### src/rtl/window_scheduler.sv
// Loads an N x N image into external synchronous RAM, then walks every interior
// centre and presents the 3x3 neighbourhood to a downstream kernel via valid/ready.
module window_scheduler #(
    parameter int N          = 8,
    parameter int pixelWidth = 8,
    parameter int bitSize    = $clog2(N*N)
) (
    input  logic                    clk,
    input  logic                    rst,
    input  logic                    start,
    input  logic                    in_valid,
    output logic                    in_ready,
    input  logic [pixelWidth-1:0]   in_data,
    output logic                    ram_we,
    output logic [bitSize-1:0]      ram_addr,
    output logic [pixelWidth-1:0]   ram_wdata,
    input  logic [pixelWidth-1:0]   ram_rdata,
    output logic                    win_valid,
    input  logic                    win_ready,
    output logic [9*pixelWidth-1:0] win_data,
    output logic [bitSize-1:0]      win_row,
    output logic [bitSize-1:0]      win_col,
    output logic                    busy,
    output logic                    done
);

    localparam int AW = bitSize + 2;
    localparam logic [bitSize-1:0] LAST_ADDR = bitSize'(N*N-1);
    localparam logic [bitSize-1:0] LAST_RC   = bitSize'(N-2);

    typedef enum logic [2:0] {IDLE, LOAD, FETCH, EMIT, DONE} state_t;

    state_t             state_reg, state_next;
    logic [bitSize-1:0] load_cnt_reg;
    logic [bitSize-1:0] row_reg, col_reg;
    logic [3:0]         fetch_cnt_reg;

    logic               accept;
    logic               last_win;
    logic [3:0]         tap_k;
    logic [1:0]         dr, dc;
    logic [AW-1:0]      tap_row, tap_col, tap_addr;

    assign accept   = in_valid && (state_reg == LOAD);
    assign last_win = (row_reg == LAST_RC) && (col_reg == LAST_RC);

    // Tap address for the current FETCH cycle; cycle 9 just holds tap 8.
    always_comb begin
        tap_k = (fetch_cnt_reg > 4'd8) ? 4'd8 : fetch_cnt_reg;
        dr = 2'd0;
        dc = 2'd0;
        case (tap_k)
            4'd0, 4'd1, 4'd2: dr = 2'd0;
            4'd3, 4'd4, 4'd5: dr = 2'd1;
            default:          dr = 2'd2;
        endcase
        case (tap_k)
            4'd0, 4'd3, 4'd6: dc = 2'd0;
            4'd1, 4'd4, 4'd7: dc = 2'd1;
            default:          dc = 2'd2;
        endcase
        tap_row  = AW'(row_reg) + AW'(dr) - AW'(1);
        tap_col  = AW'(col_reg) + AW'(dc) - AW'(1);
        tap_addr = tap_row * AW'(N) + tap_col;
    end

    always_comb begin
        state_next = state_reg;
        case (state_reg)
            IDLE:  if (start) state_next = LOAD;
            LOAD:  if (accept && load_cnt_reg == LAST_ADDR) state_next = FETCH;
            FETCH: if (fetch_cnt_reg == 4'd9) state_next = EMIT;
            EMIT:  if (win_ready) state_next = last_win ? DONE : FETCH;
            DONE:  state_next = IDLE;
            default: state_next = IDLE;
        endcase
    end

    always_ff @(posedge clk) begin
        if (rst) begin
            state_reg     <= IDLE;
            load_cnt_reg  <= '0;
            fetch_cnt_reg <= '0;
            row_reg       <= '0;
            col_reg       <= '0;
        end else begin
            state_reg <= state_next;
            case (state_reg)
                IDLE: begin
                    if (start) begin
                        load_cnt_reg  <= '0;
                        fetch_cnt_reg <= '0;
                        row_reg       <= bitSize'(1);
                        col_reg       <= bitSize'(1);
                    end
                end
                LOAD: begin
                    if (accept) load_cnt_reg <= load_cnt_reg + bitSize'(1);
                end
                FETCH: begin
                    fetch_cnt_reg <= (fetch_cnt_reg == 4'd9) ? 4'd0 : fetch_cnt_reg + 4'd1;
                end
                EMIT: begin
                    // Coordinates of the final window are kept for inspection.
                    if (win_ready && !last_win) begin
                        if (col_reg == LAST_RC) begin
                            col_reg <= bitSize'(1);
                            row_reg <= row_reg + bitSize'(1);
                        end else begin
                            col_reg <= col_reg + bitSize'(1);
                        end
                    end
                end
                default: ;
            endcase
        end
    end

    // RAM data for a tap arrives one cycle after its address, so tap gi lands
    // on the edge where the fetch counter reads gi+1.
    genvar gi;
    generate
        for (gi = 0; gi < 9; gi++) begin : g_tap
            logic [pixelWidth-1:0] tap_reg;
            always_ff @(posedge clk) begin
                if (rst) begin
                    tap_reg <= '0;
                end else if (state_reg == FETCH && fetch_cnt_reg == 4'(gi + 1)) begin
                    tap_reg <= ram_rdata;
                end
            end
            assign win_data[gi*pixelWidth +: pixelWidth] = tap_reg;
        end
    endgenerate

    always_comb begin
        in_ready  = (state_reg == LOAD);
        ram_we    = accept;
        ram_addr  = '0;
        ram_wdata = '0;
        if (state_reg == LOAD) begin
            ram_addr  = load_cnt_reg;
            ram_wdata = in_data;
        end else if (state_reg == FETCH) begin
            ram_addr  = tap_addr[bitSize-1:0];
        end
    end

    assign win_valid = (state_reg == EMIT);
    assign win_row   = row_reg;
    assign win_col   = col_reg;
    assign busy      = (state_reg == LOAD) || (state_reg == FETCH) || (state_reg == EMIT);
    assign done      = (state_reg == DONE);

endmodule
### config.mk
export PLATFORM = sky130hd
export DESIGN_NAME = window_scheduler
export DESIGN_NICKNAME = d
export VERILOG_FILES = /design/src/rtl/window_scheduler.sv
export SDC_FILE = /design/constraint.sdc
export NUM_CORES = 1
export LEC_CHECK = 0
export CAP_MARGIN = 20
export CORE_MARGIN = 1
export CORE_UTILIZATION = 48
export CTS_CLUSTER_SIZE = 8
export DETAILED_ROUTE_END_ITERATION = 10
export PLACE_DENSITY = 0.8
export SYNTH_ARGS = -nofsm -noshare
export SYNTH_HDL_FRONTEND = slang
export SYNTH_SLANG_ARGS = --single-unit
### constraint.sdc
create_clock -name clk -period 3.5 [get_ports clk]
set_input_delay 0.7 -clock clk [delete_from_list [all_inputs] [get_ports clk]]
set_output_delay 0.7 -clock clk [all_outputs]
set_load 0.02 [all_outputs]
==> run summary <==
The count of final hold-check violations is 0. The worst hold path belongs to the class flip-flop to flip-flop. The first TritonRoute pass finished after 8 iterations. The tool flagged a number of max-cap violations equal to 0.

The mean post-synth cell area works out to 8.625 µm². Counting flops with a built-in enable in the synthesized netlist gives 0. The die is 98.10 µm tall. The first global-routing pass estimated 18770 µm of wire. At the pin with the least slew margin, the transition time is 0.8696 ns.

TritonCTS created 9 clock buffers. The non-filler instance count after layout was 741; the via count of the first global-routing pass was 3863. The checks that failed: DRC. The cell area that synthesis handed to floorplanning was 4433 µm². When the netlist entered floorplanning its net count stood at 552.

The die outline area was 9624 µm²; the met1 wire length was 4925 µm. The core area was 8848 µm². Counting flops with an async set or reset pin after synthesis yields a share of 0%. The initial utilization of the core area, before any placement, comes to 50.10%. The post-synthesis cell type count is 43, and the standard-cell row count is 34.

The maximum fanout along the worst path works out to 5. The fraction of the yosys area taken by sequential cells was 43.80%; the clock insertion delay at the later pin of the skew report was 0.37 ns. The part of the cycle the worst path needs was 95.78%. Clock tree synthesis selected as its root buffer the cell clkbuf_8. The run gives 0 as the number of antenna violations at the first check in global routing. Data arrival time of the critical path: 2.65 ns. Detailed routing placed a total of 859 µm of wire on met3.

Clock tree skew after final layout: 0.007137 ns. For the worst setup path, the data required time is 2.80 ns. For this design the ratio of total power to cell area is 468.4 nW/µm².

For this design, the sink count on the clock tree is 97. For the maximum ir drop on the vdd rail, the log shows 0.0002252 V. Number of buffers inserted by hold repair at cts: 0. After detailed routing, the average wire length per cell comes to 15.57 µm. The register with the most flip-flops in the layout has 72 of them. The pin count of the biggest net entering global routing was 86; the post-route cell area was 5934 µm². Setup violations remaining at the end of the flow were counted as 0.

Buffers placed on the I/O ports in this run total 123. Including well taps, the total number of placed cells is 725. Timing would allow up to 0.2983 GHz. Uppermost layer routed: met4. The routed via count divided by cell count is 5.395, and the final RePlAce weighted congestion is 0.8604. The die is 98.10 µm wide. The flow ran to the end, but the final reports show violations.

TritonCTS built the clock tree. The synthesized flop and latch total came out at 97. The detail route stage leaves a number of antenna-violating nets equal to 0.

From synthesis to final layout, the design area changed by 33.87%. For the headroom to the max-slew limit, the log shows 42.02%. The total overflow left after global routing is 0. For the number of instances in the synthesized netlist, the log shows 514. The total number of nets in the final design was 666. Top flip-flop cell by instance count after synthesis: dfxtp_1.

Counting along the longest clock path gives a buffer depth of 2. The smallest clock period supported by the final layout is computed as 3.352 ns. The worst setup path is captured at an output pin.

The number of DRC violations after detailed-routing iteration 0 came out at 174. Detailed routing placed a total of 5582 µm of wire on met2. After layout, the design draws a total of 2.780 mW.

Post-CTS timing repair inserted 0 buffers for setup. 124 I/O pins were placed. The register clock-pin slew on the reported worst setup and hold paths was 0.10 ns; the number of design rule violations left after detail routing was 9. The count of pins over their slew limit was 0; the final-layout worst hold slack was 0.4609 ns. The tools report the leakage component of the power as 2.299 nW.

After detailed routing, the total wire length is 11540 µm. Leaving out fill and tap cells, the most frequent cell in the layout is clkdlybuf4s50_1. Across all layers, the routed design uses 3998 vias.

The critical path is of the flip-flop to output pin type. The library cells used most frequently in the layout, excluding fill and tap cells, are 118 x clkdlybuf4s50_1, 94 x dfxtp_1, 67 x nor2_1. For the instance area at placement, the log shows 5733 µm².

STA classifies the critical path startpoint as a flip-flop. The H-tree was split into 3 levels. The global routing usage summed across all routing layers was 24.43%.

Setup repair after global routing could not meet its margin everywhere. The tools report the number of synthesis warnings as 0. The ratio of cells with drive above 1 in the final layout was 8.215%. Total half-perimeter wirelength after legalization and detailed placement: 8150 µm.

The tools report the count of antenna diodes in the layout as 0.
[cell usage after synthesis, drive strengths merged, types with 4 or more instances]
master,number,area share [%]
nand2,55,4.7
and2,11,1.6
nor3,5,0.82
nand2b,8,1.1
ha,16,4.5
inv,19,1.6
xnor2,6,1.2
dfxtp,97,44
nor2,69,6.0
nand3,40,4.7
o21ai,11,1.2
a21oi,44,5.0
nor3b,4,0.93
buf,16,2.2
mux2i,42,9.5
clkbuf,18,1.5
xor2,11,2.2
nand4,7,0.99
[path summary, 6_finish.rpt]
check | from | end | slack (ns) | depth (start not counted)
worst max register to register | state_reg[2] | g_tap[8].tap_reg[0] | 1.17 | 5
worst min register to register | g_tap[0].tap_reg[2] | g_tap[0].tap_reg[2] | 0.46 | 2
worst max-delay path | fetch_cnt_reg[1] | ram_addr[5] | 0.15 | 16
worst min-delay path | g_tap[0].tap_reg[2] | g_tap[0].tap_reg[2] | 0.46 | 2
[logic make-up (layout without fill, tap and decap cells)]
family                   Yosys count  count (layout)  synth area share (%)
buffers and inverters             53             172                 5.363
AND/OR/NAND/NOR                  220             220                 24.56
flip-flops                        97              97                 43.80
XOR/XNOR                          17              17                 3.359
multiplexers                      42              42                 9.483
adder cells (fa/ha/maj)           17              17                 4.968
AO/OA/AOI/OAI                     68              68                 8.467
[where the power goes]
group | internal [mW] | switching, mW | total (mW)
clock network | 0.273 | 0.428 | 0.702
registers | 1.14 | 0.0463 | 1.18
logic | 0.387 | 0.509 | 0.896
total | 1.80 | 0.983 | 2.78
[timing repair]
item,in CTS,in global routing
endpoints found under the setup margin,4,4
pin swaps,0,1
gates resized for setup,13,14
[metal layers]
metal,GRT usage [%],vias up
met5,0,-
met4,8.159,0
met3,7.516,15
met2,40.74,115
met1,29.92,1907
li1,-,1961
[through the flow]
stage          setup TNS [ns]  utilization (%)  worst slack (ns)
6_report                    0            67.07            0.1477
5_1_grt              -0.09932            67.07          -0.08336
4_1_cts                     0            66.86           0.02262
3_5_place_dp                0            64.79          0.001386
3_3_place_gp                0            64.79           0.05709
2_1_floorplan               0                -           0.01536
[cell type report]
cell class	count	area, µm²
clock buffer	9	123.9
clock inverter	7	61.31
fill	739	2914
inverter	19	71.32
multi-input combinational	364	2275
sequential	97	1951
tap	108	135.1
timing repair buffer	137	1318
[worst max-delay path, cell delays in order, from the launching register on]
cell and delay, ns:
dfxtp_2 0.36, buf_4 0.13, nand2b_1 0.09, nand3_1 0.11
o21ai_1 0.11, nand2b_1 0.07, ha_1 0.17, inv_1 0.05
ha_1 0.16, inv_1 0.06, fa_2 0.35, inv_1 0.07
a21o_1 0.11, a21oi_2 0.06, xnor2_1 0.12, o21ai_1 0.11
buf_4 0.15
Power figures use the tool's default switching activity.
